## config.mk

```make
export PLATFORM = sky130hd
export DESIGN_NAME = hazard_stall_ctrl
export DESIGN_NICKNAME = d
export VERILOG_FILES = /design/src/rtl/hazard_stall_ctrl.sv
export SDC_FILE = /design/constraint.sdc
export NUM_CORES = 1
export LEC_CHECK = 0
export BUFFER_PORTS_ARGS = -buffer_cell sky130_fd_sc_hd__buf_2
export CAP_MARGIN = 10
export CORE_MARGIN = 2
export CORE_UTILIZATION = 43
export DETAILED_ROUTE_END_ITERATION = 10
export PLACE_DENSITY = 0.82
export SLEW_MARGIN = 20
export SYNTH_ARGS = -nofsm -noshare
export SYNTH_HDL_FRONTEND = slang
export SYNTH_SLANG_ARGS = --single-unit
```

## constraint.sdc

```tcl
create_clock -name clk -period 3.6 [get_ports clk]
set_input_delay 0.18 -clock clk [delete_from_list [all_inputs] [get_ports clk]]
set_output_delay 0.18 -clock clk [all_outputs]
set_load 0.02 [all_outputs]
```

## src/rtl/hazard_stall_ctrl.sv

```systemverilog
// hazard_stall_ctrl
// Pipeline sequencing controller for the five-stage MIPS core.
// It compares operand need times (T_use) in D with result ready times
// (T_new) in E and M to freeze PC and F/D and to bubble D/E.
// It also sequences the multiply/divide unit (MDU): it holds
// MDU-dependent D instructions while an operation is in flight and
// pulses mdu_done on the cycle HI/LO are written.
// An exception request (req) overrides every stall.
//
// Optional feature: define HCU_STALL_CNT_EN to build a saturating
// stall-cycle counter on stall_cnt. Without it, stall_cnt reads zero
// and no counter flops are built.

module hazard_stall_ctrl #(
   parameter int MULT_CYCLES = 5,
   parameter int DIV_CYCLES  = 10,
   parameter int CNT_W       = 4
) (
   input  logic        clk,
   input  logic        reset,
   input  logic        req,
   input  logic [4:0]  D_rs,
   input  logic [4:0]  D_rt,
   input  logic [1:0]  D_T_use_rs,
   input  logic [1:0]  D_T_use_rt,
   input  logic        D_is_mdu,
   input  logic [4:0]  E_WriteRegAddr,
   input  logic [4:0]  M_WriteRegAddr,
   input  logic        E_CU_EN_RegWrite,
   input  logic        M_CU_EN_RegWrite,
   input  logic [1:0]  E_T_new,
   input  logic [1:0]  M_T_new,
   input  logic        E_mdu_start,
   input  logic        E_mdu_is_div,
   output logic        HCU_EN_PC,
   output logic        HCU_EN_FD,
   output logic        HCU_EN_DE,
   output logic        HCU_EN_EM,
   output logic        HCU_EN_MW,
   output logic        HCU_flush_DE,
   output logic        mdu_busy,
   output logic        mdu_done,
   output logic [31:0] stall_cnt
);

   localparam logic [CNT_W-1:0] CNT_ZERO = CNT_W'(0);
   localparam logic [CNT_W-1:0] CNT_ONE  = CNT_W'(1);
   localparam logic [CNT_W-1:0] MULT_LD  = CNT_W'(MULT_CYCLES);
   localparam logic [CNT_W-1:0] DIV_LD   = CNT_W'(DIV_CYCLES);

   typedef enum logic [0:0] {
      ST_IDLE = 1'b0,
      ST_BUSY = 1'b1
   } mdu_state_t;

   // A source operand stalls when a not-yet-ready producer in E or M
   // targets it. Register 0 never stalls; W results are forwarded.
   function automatic logic src_hazard(
      input logic [4:0] src,
      input logic [1:0] t_use,
      input logic       e_we,
      input logic [4:0] e_addr,
      input logic [1:0] e_tnew,
      input logic       m_we,
      input logic [4:0] m_addr,
      input logic [1:0] m_tnew
   );
      logic e_hit;
      logic m_hit;
      e_hit = e_we && (e_addr == src) && (e_tnew > t_use);
      m_hit = m_we && (m_addr == src) && (m_tnew > t_use);
      return (src != 5'd0) && (t_use != 2'b11) && (e_hit || m_hit);
   endfunction

   mdu_state_t       state_q, state_d;
   logic [CNT_W-1:0] cnt_q, cnt_d;
   logic             done_q, done_d;
   logic             stall_rs_s, stall_rt_s, stall_mdu_s, stall_s;

   // Hazard detection for both source operands and the MDU.
   always_comb begin
      stall_rs_s  = src_hazard(D_rs, D_T_use_rs,
                               E_CU_EN_RegWrite, E_WriteRegAddr, E_T_new,
                               M_CU_EN_RegWrite, M_WriteRegAddr, M_T_new);
      stall_rt_s  = src_hazard(D_rt, D_T_use_rt,
                               E_CU_EN_RegWrite, E_WriteRegAddr, E_T_new,
                               M_CU_EN_RegWrite, M_WriteRegAddr, M_T_new);
      stall_mdu_s = D_is_mdu && (mdu_busy || E_mdu_start);
      stall_s     = stall_rs_s || stall_rt_s || stall_mdu_s;
   end

   // Stage enables: freeze PC and F/D and bubble D/E on a stall, unless a request flushes.
   always_comb begin
      HCU_EN_DE = 1'b1;
      HCU_EN_EM = 1'b1;
      HCU_EN_MW = 1'b1;
      if (stall_s && !req) begin
         HCU_EN_PC    = 1'b0;
         HCU_EN_FD    = 1'b0;
         HCU_flush_DE = 1'b1;
      end else begin
         HCU_EN_PC    = 1'b1;
         HCU_EN_FD    = 1'b1;
         HCU_flush_DE = 1'b0;
      end
   end

   // MDU sequencer state register; reset aborts any operation in flight.
   always_ff @(posedge clk) begin
      if (reset) begin
         state_q <= ST_IDLE;
         cnt_q   <= CNT_ZERO;
         done_q  <= 1'b0;
      end else begin
         state_q <= state_d;
         cnt_q   <= cnt_d;
         done_q  <= done_d;
      end
   end

   // MDU next state: a start concurrent with req is cancelled; a running op ignores req.
   always_comb begin
      state_d = state_q;
      cnt_d   = cnt_q;
      case (state_q)
         ST_IDLE: begin
            if (E_mdu_start && !req) begin
               state_d = ST_BUSY;
               cnt_d   = E_mdu_is_div ? DIV_LD : MULT_LD;
            end else begin
               state_d = ST_IDLE;
               cnt_d   = CNT_ZERO;
            end
         end
         ST_BUSY: begin
            if (cnt_q <= CNT_ONE) begin
               state_d = ST_IDLE;
               cnt_d   = CNT_ZERO;
            end else begin
               state_d = ST_BUSY;
               cnt_d   = cnt_q - CNT_ONE;
            end
         end
         default: begin
            state_d = ST_IDLE;
            cnt_d   = CNT_ZERO;
         end
      endcase
      // The done pulse is registered: it rises in the last busy cycle.
      done_d = (state_d == ST_BUSY) && (cnt_d == CNT_ONE);
   end

   // MDU outputs decoded from registered state only.
   always_comb begin
      mdu_busy = (state_q == ST_BUSY);
      mdu_done = done_q;
   end

`ifdef HCU_STALL_CNT_EN
   logic [31:0] stall_cnt_q;

   // Saturating count of cycles in which the pipeline front end was held.
   always_ff @(posedge clk) begin
      if (reset) begin
         stall_cnt_q <= 32'h0000_0000;
      end else if (stall_s && !req && (stall_cnt_q != 32'hFFFF_FFFF)) begin
         stall_cnt_q <= stall_cnt_q + 32'h0000_0001;
      end else begin
         stall_cnt_q <= stall_cnt_q;
      end
   end

   assign stall_cnt = stall_cnt_q;
`else
   assign stall_cnt = 32'h0000_0000;
`endif

endmodule

```

==> impl_metrics.yaml <==
grt:
  grt_usage_pct: 16.06
  grt_pass1_vias: 830
  grt_overflow: 0
  antenna_found_initial: 0
  grt_pass1_wl_um: 3305
  grt_max_degree: 7
route:
  wl_per_cell_um: 10.54
  drtIter0Drc: 14
  vias: 895
  ant_nets: 0
  viasPerCell: 4.453
  drc_errors: 0
  wirelength_um: 2119
  drt-pass1-iter-count: 4
placement:
  dpl.hpwl_um: 1906
  pre_cts_ws_ns: 1.749
  place.gp.congestion: 0.8639
  portBuffers: 40
yosys:
  yosysUniqueCellTypes: 26
  synthAdderAreaFrac_pct: 12.30
  synth_top_area_share_pct: 26.57
  yosys.area.top_type: "buf_4"
  synth_compound_area_share_pct: 11.07
  synth_xor_area_share_pct: 18.94
  synth-seq-cells: 6
  yosysSeqAreaShare_pct: 11.81
  syn_avg_cell_area_um2: 7.648
  ys_top_cells_by_area: "buf_4, xnor2_1, ha_1"
  muxShareOfSynthArea_pct: 0
  yosys.area_share.simple_pct: 14.51
  synth_top_family_by_area: "buffers and inverters"
  syn_inst: 133
  yosysWarnings: 0
  synth.cell_area_um2: 1017
sta:
  layout_setup_ws_ns: 1.756
  final-setup-viol-count: 0
  period_needed_ns: 1.844
  rsz0062_at_grt: "no"
  slew_headroom_pct: 55.66
  fin_setup_tns_ns: 0
  finalMaxSlewViolations: 0
  fin_crit_sh_pct: 51.23
  finClkSkew_ns: 0.0005487
  fin_hold_ws_ns: 0.1754
  worstMarginPinSlew_ns: 0.6595
  fmax_mhz: 542.2
  hold_viol_final: 0
clock_tree:
  cts_resized: 0
  hold_buffers: 0
  path_clk_slew_ns: 0.04
  post_cts_buffers: 0
  htreeDepth: 1
  insertion_delay_ns: 0.24
  numCtsBuffers: 3
  root_buffer: "clkbuf_4"
  clock_sinks: 6
  cts_tree: "yes"
  clockBufferDepth: 2
layout:
  fin_nets: 221
  register_area_um2: 120.1
  syn2layout_area_growth_pct: 10.95
  n_antenna_cell: 0
  fillers: 234
  layout-drive-gt1-share_pct: 24.86
  multi_input_area_um2: 709.4
run:
  maxCapViolations: 0
setup_path:
  worst-path-max-fanout: 2
  cp-end-kind: "output pin"
  cp.arrival_ns: 1.66
  required_ns: 3.42
  crit_type: "input pin to output pin"
  start_kind: "input pin"
power_and_ir_drop:
  power.leakage_nw: 0.5831
  vdd_drop_max_uv: 239.3
  p_per_area_nw_per_um2: 228.0
worst_hold_path:
  hold_class: "input pin to register"
floorplan:
  core_area_um2: 2233
  die_h_um: 52.64
  row_count: 17
  start_util_pct: 45.55
  ios: 76
  dieArea_um2: 2770
  dieWidth_um: 52.64
status:
  status: "finished, final reports clean"
[cells by family after synthesis]
| kind of cell | Yosys count |
|---|---|
| adders and majority gates | 10 |
| buffers and inverters | 47 |
| DFF | 6 |
| AOI/OAI and AO/OA | 17 |
| and+or+nand+nor | 29 |
| other | 2 |
| xor gates and xnor gates | 22 |
[cells in the final DEF, fill, tap and decap left out]
cell       n
buf_2     40
conb_1    35
xnor2_1   15
inv_1     11
ha_1      10
xor2_1     7
nor2_1     7
nand3_1    6
a21oi_1    6
dfxtp_1    6
nor4_1     5
nand2_1    3
nor3_1     3
clkbuf_4   3
nand4_1    2
a221oi_1   2
o22a_1     2
o211ai_1   1
a21boi_0   1
o21ai_0    1
a21boi_1   1
o21ai_1    1
and3_1     1
o31ai_1    1
nand2b_1   1
nand4b_1   1
o21a_1     1
[path summary, 6_finish.rpt]
path / startpoint / endpoint / slack [ns] / cells after the start
setup / recovery: D_T_use_rt[1] / HCU_EN_FD / 1.76 / 9
hold / removal: reset / cnt_q[3] / 0.18 / 2
setup reg to reg: cnt_q[0] / cnt_q[0] / 2.02 / 6
hold reg to reg: cnt_q[0] / mdu_done / 0.53 / 1
[Yosys cell counts]
library cell	number
xnor2_1	15
and3_1	1
a21boi_1	1
inv_1	11
o211ai_1	1
conb_1	2
nor2_1	7
o21a_1	1
a21boi_0	1
dfxtp_1	6
xor2_1	7
nand4_1	2
ha_1	10
nand2b_1	1
o22a_1	2
nand4b_1	1
nor3_1	3
o31ai_1	1
o21ai_1	1
nand2_1	3
a221oi_1	2
nand3_1	6
a21oi_1	6
nor4_1	5
buf_4	36
o21ai_0	1
[metal layers]
layer | track usage, % | vias up | part of all wire (%)
met5 | 0 | - | 0
met4 | 3.846 | 0 | 0
met3 | 2.571 | 0 | 9.3
met2 | 33.75 | 44 | 55
met1 | 15.65 | 393 | 36
li1 | - | 458 | -
[area by class of cell]
class,count,share of cell area (%)
Multi-Input combinational cell,113,62.86
Sequential cell,6,10.64
Clock buffer,3,1.996
Inverter,11,3.659
Timing Repair Buffer,40,17.74
Tap cell,28,3.104
[metrics by stage]
stage / util [%] / cells / cell area, µm² / total power [mW]
6_report: 50.53 / 201 / 1129 / 0.2573
5_1_grt: 50.53 / 201 / 1129 / 0.2793
4_1_cts: 50.53 / 201 / 1129 / 0.2597
3_5_place_dp: 49.52 / 198 / 1106 / 0.1977
3_3_place_gp: 49.52 / 198 / 1106 / 0.1963
2_1_floorplan: - / 166 / 1141 / 0.1858
[critical path: stages]
cell and delay, ns:
buf_2 0.09, inv_1 0.05, ha_1 0.29, a21boi_0 0.18, nand4_1 0.12, nor4_1 0.27
o21ai_0 0.13, and3_1 0.19, buf_2 0.16
[report_power, final]
group          internal (mW)  switching, mW  total [mW]
logic                 0.0457         0.0806       0.126
clock network         0.0376         0.0222      0.0598
registers             0.0691        0.00213      0.0712
total                  0.152          0.105       0.257
[registers in the layout, summed over array words and instances, names as in the netlist]
name	cells
mdu_busy	1
cnt_q	4
mdu_done	1
(Power assumes the default switching activity.)
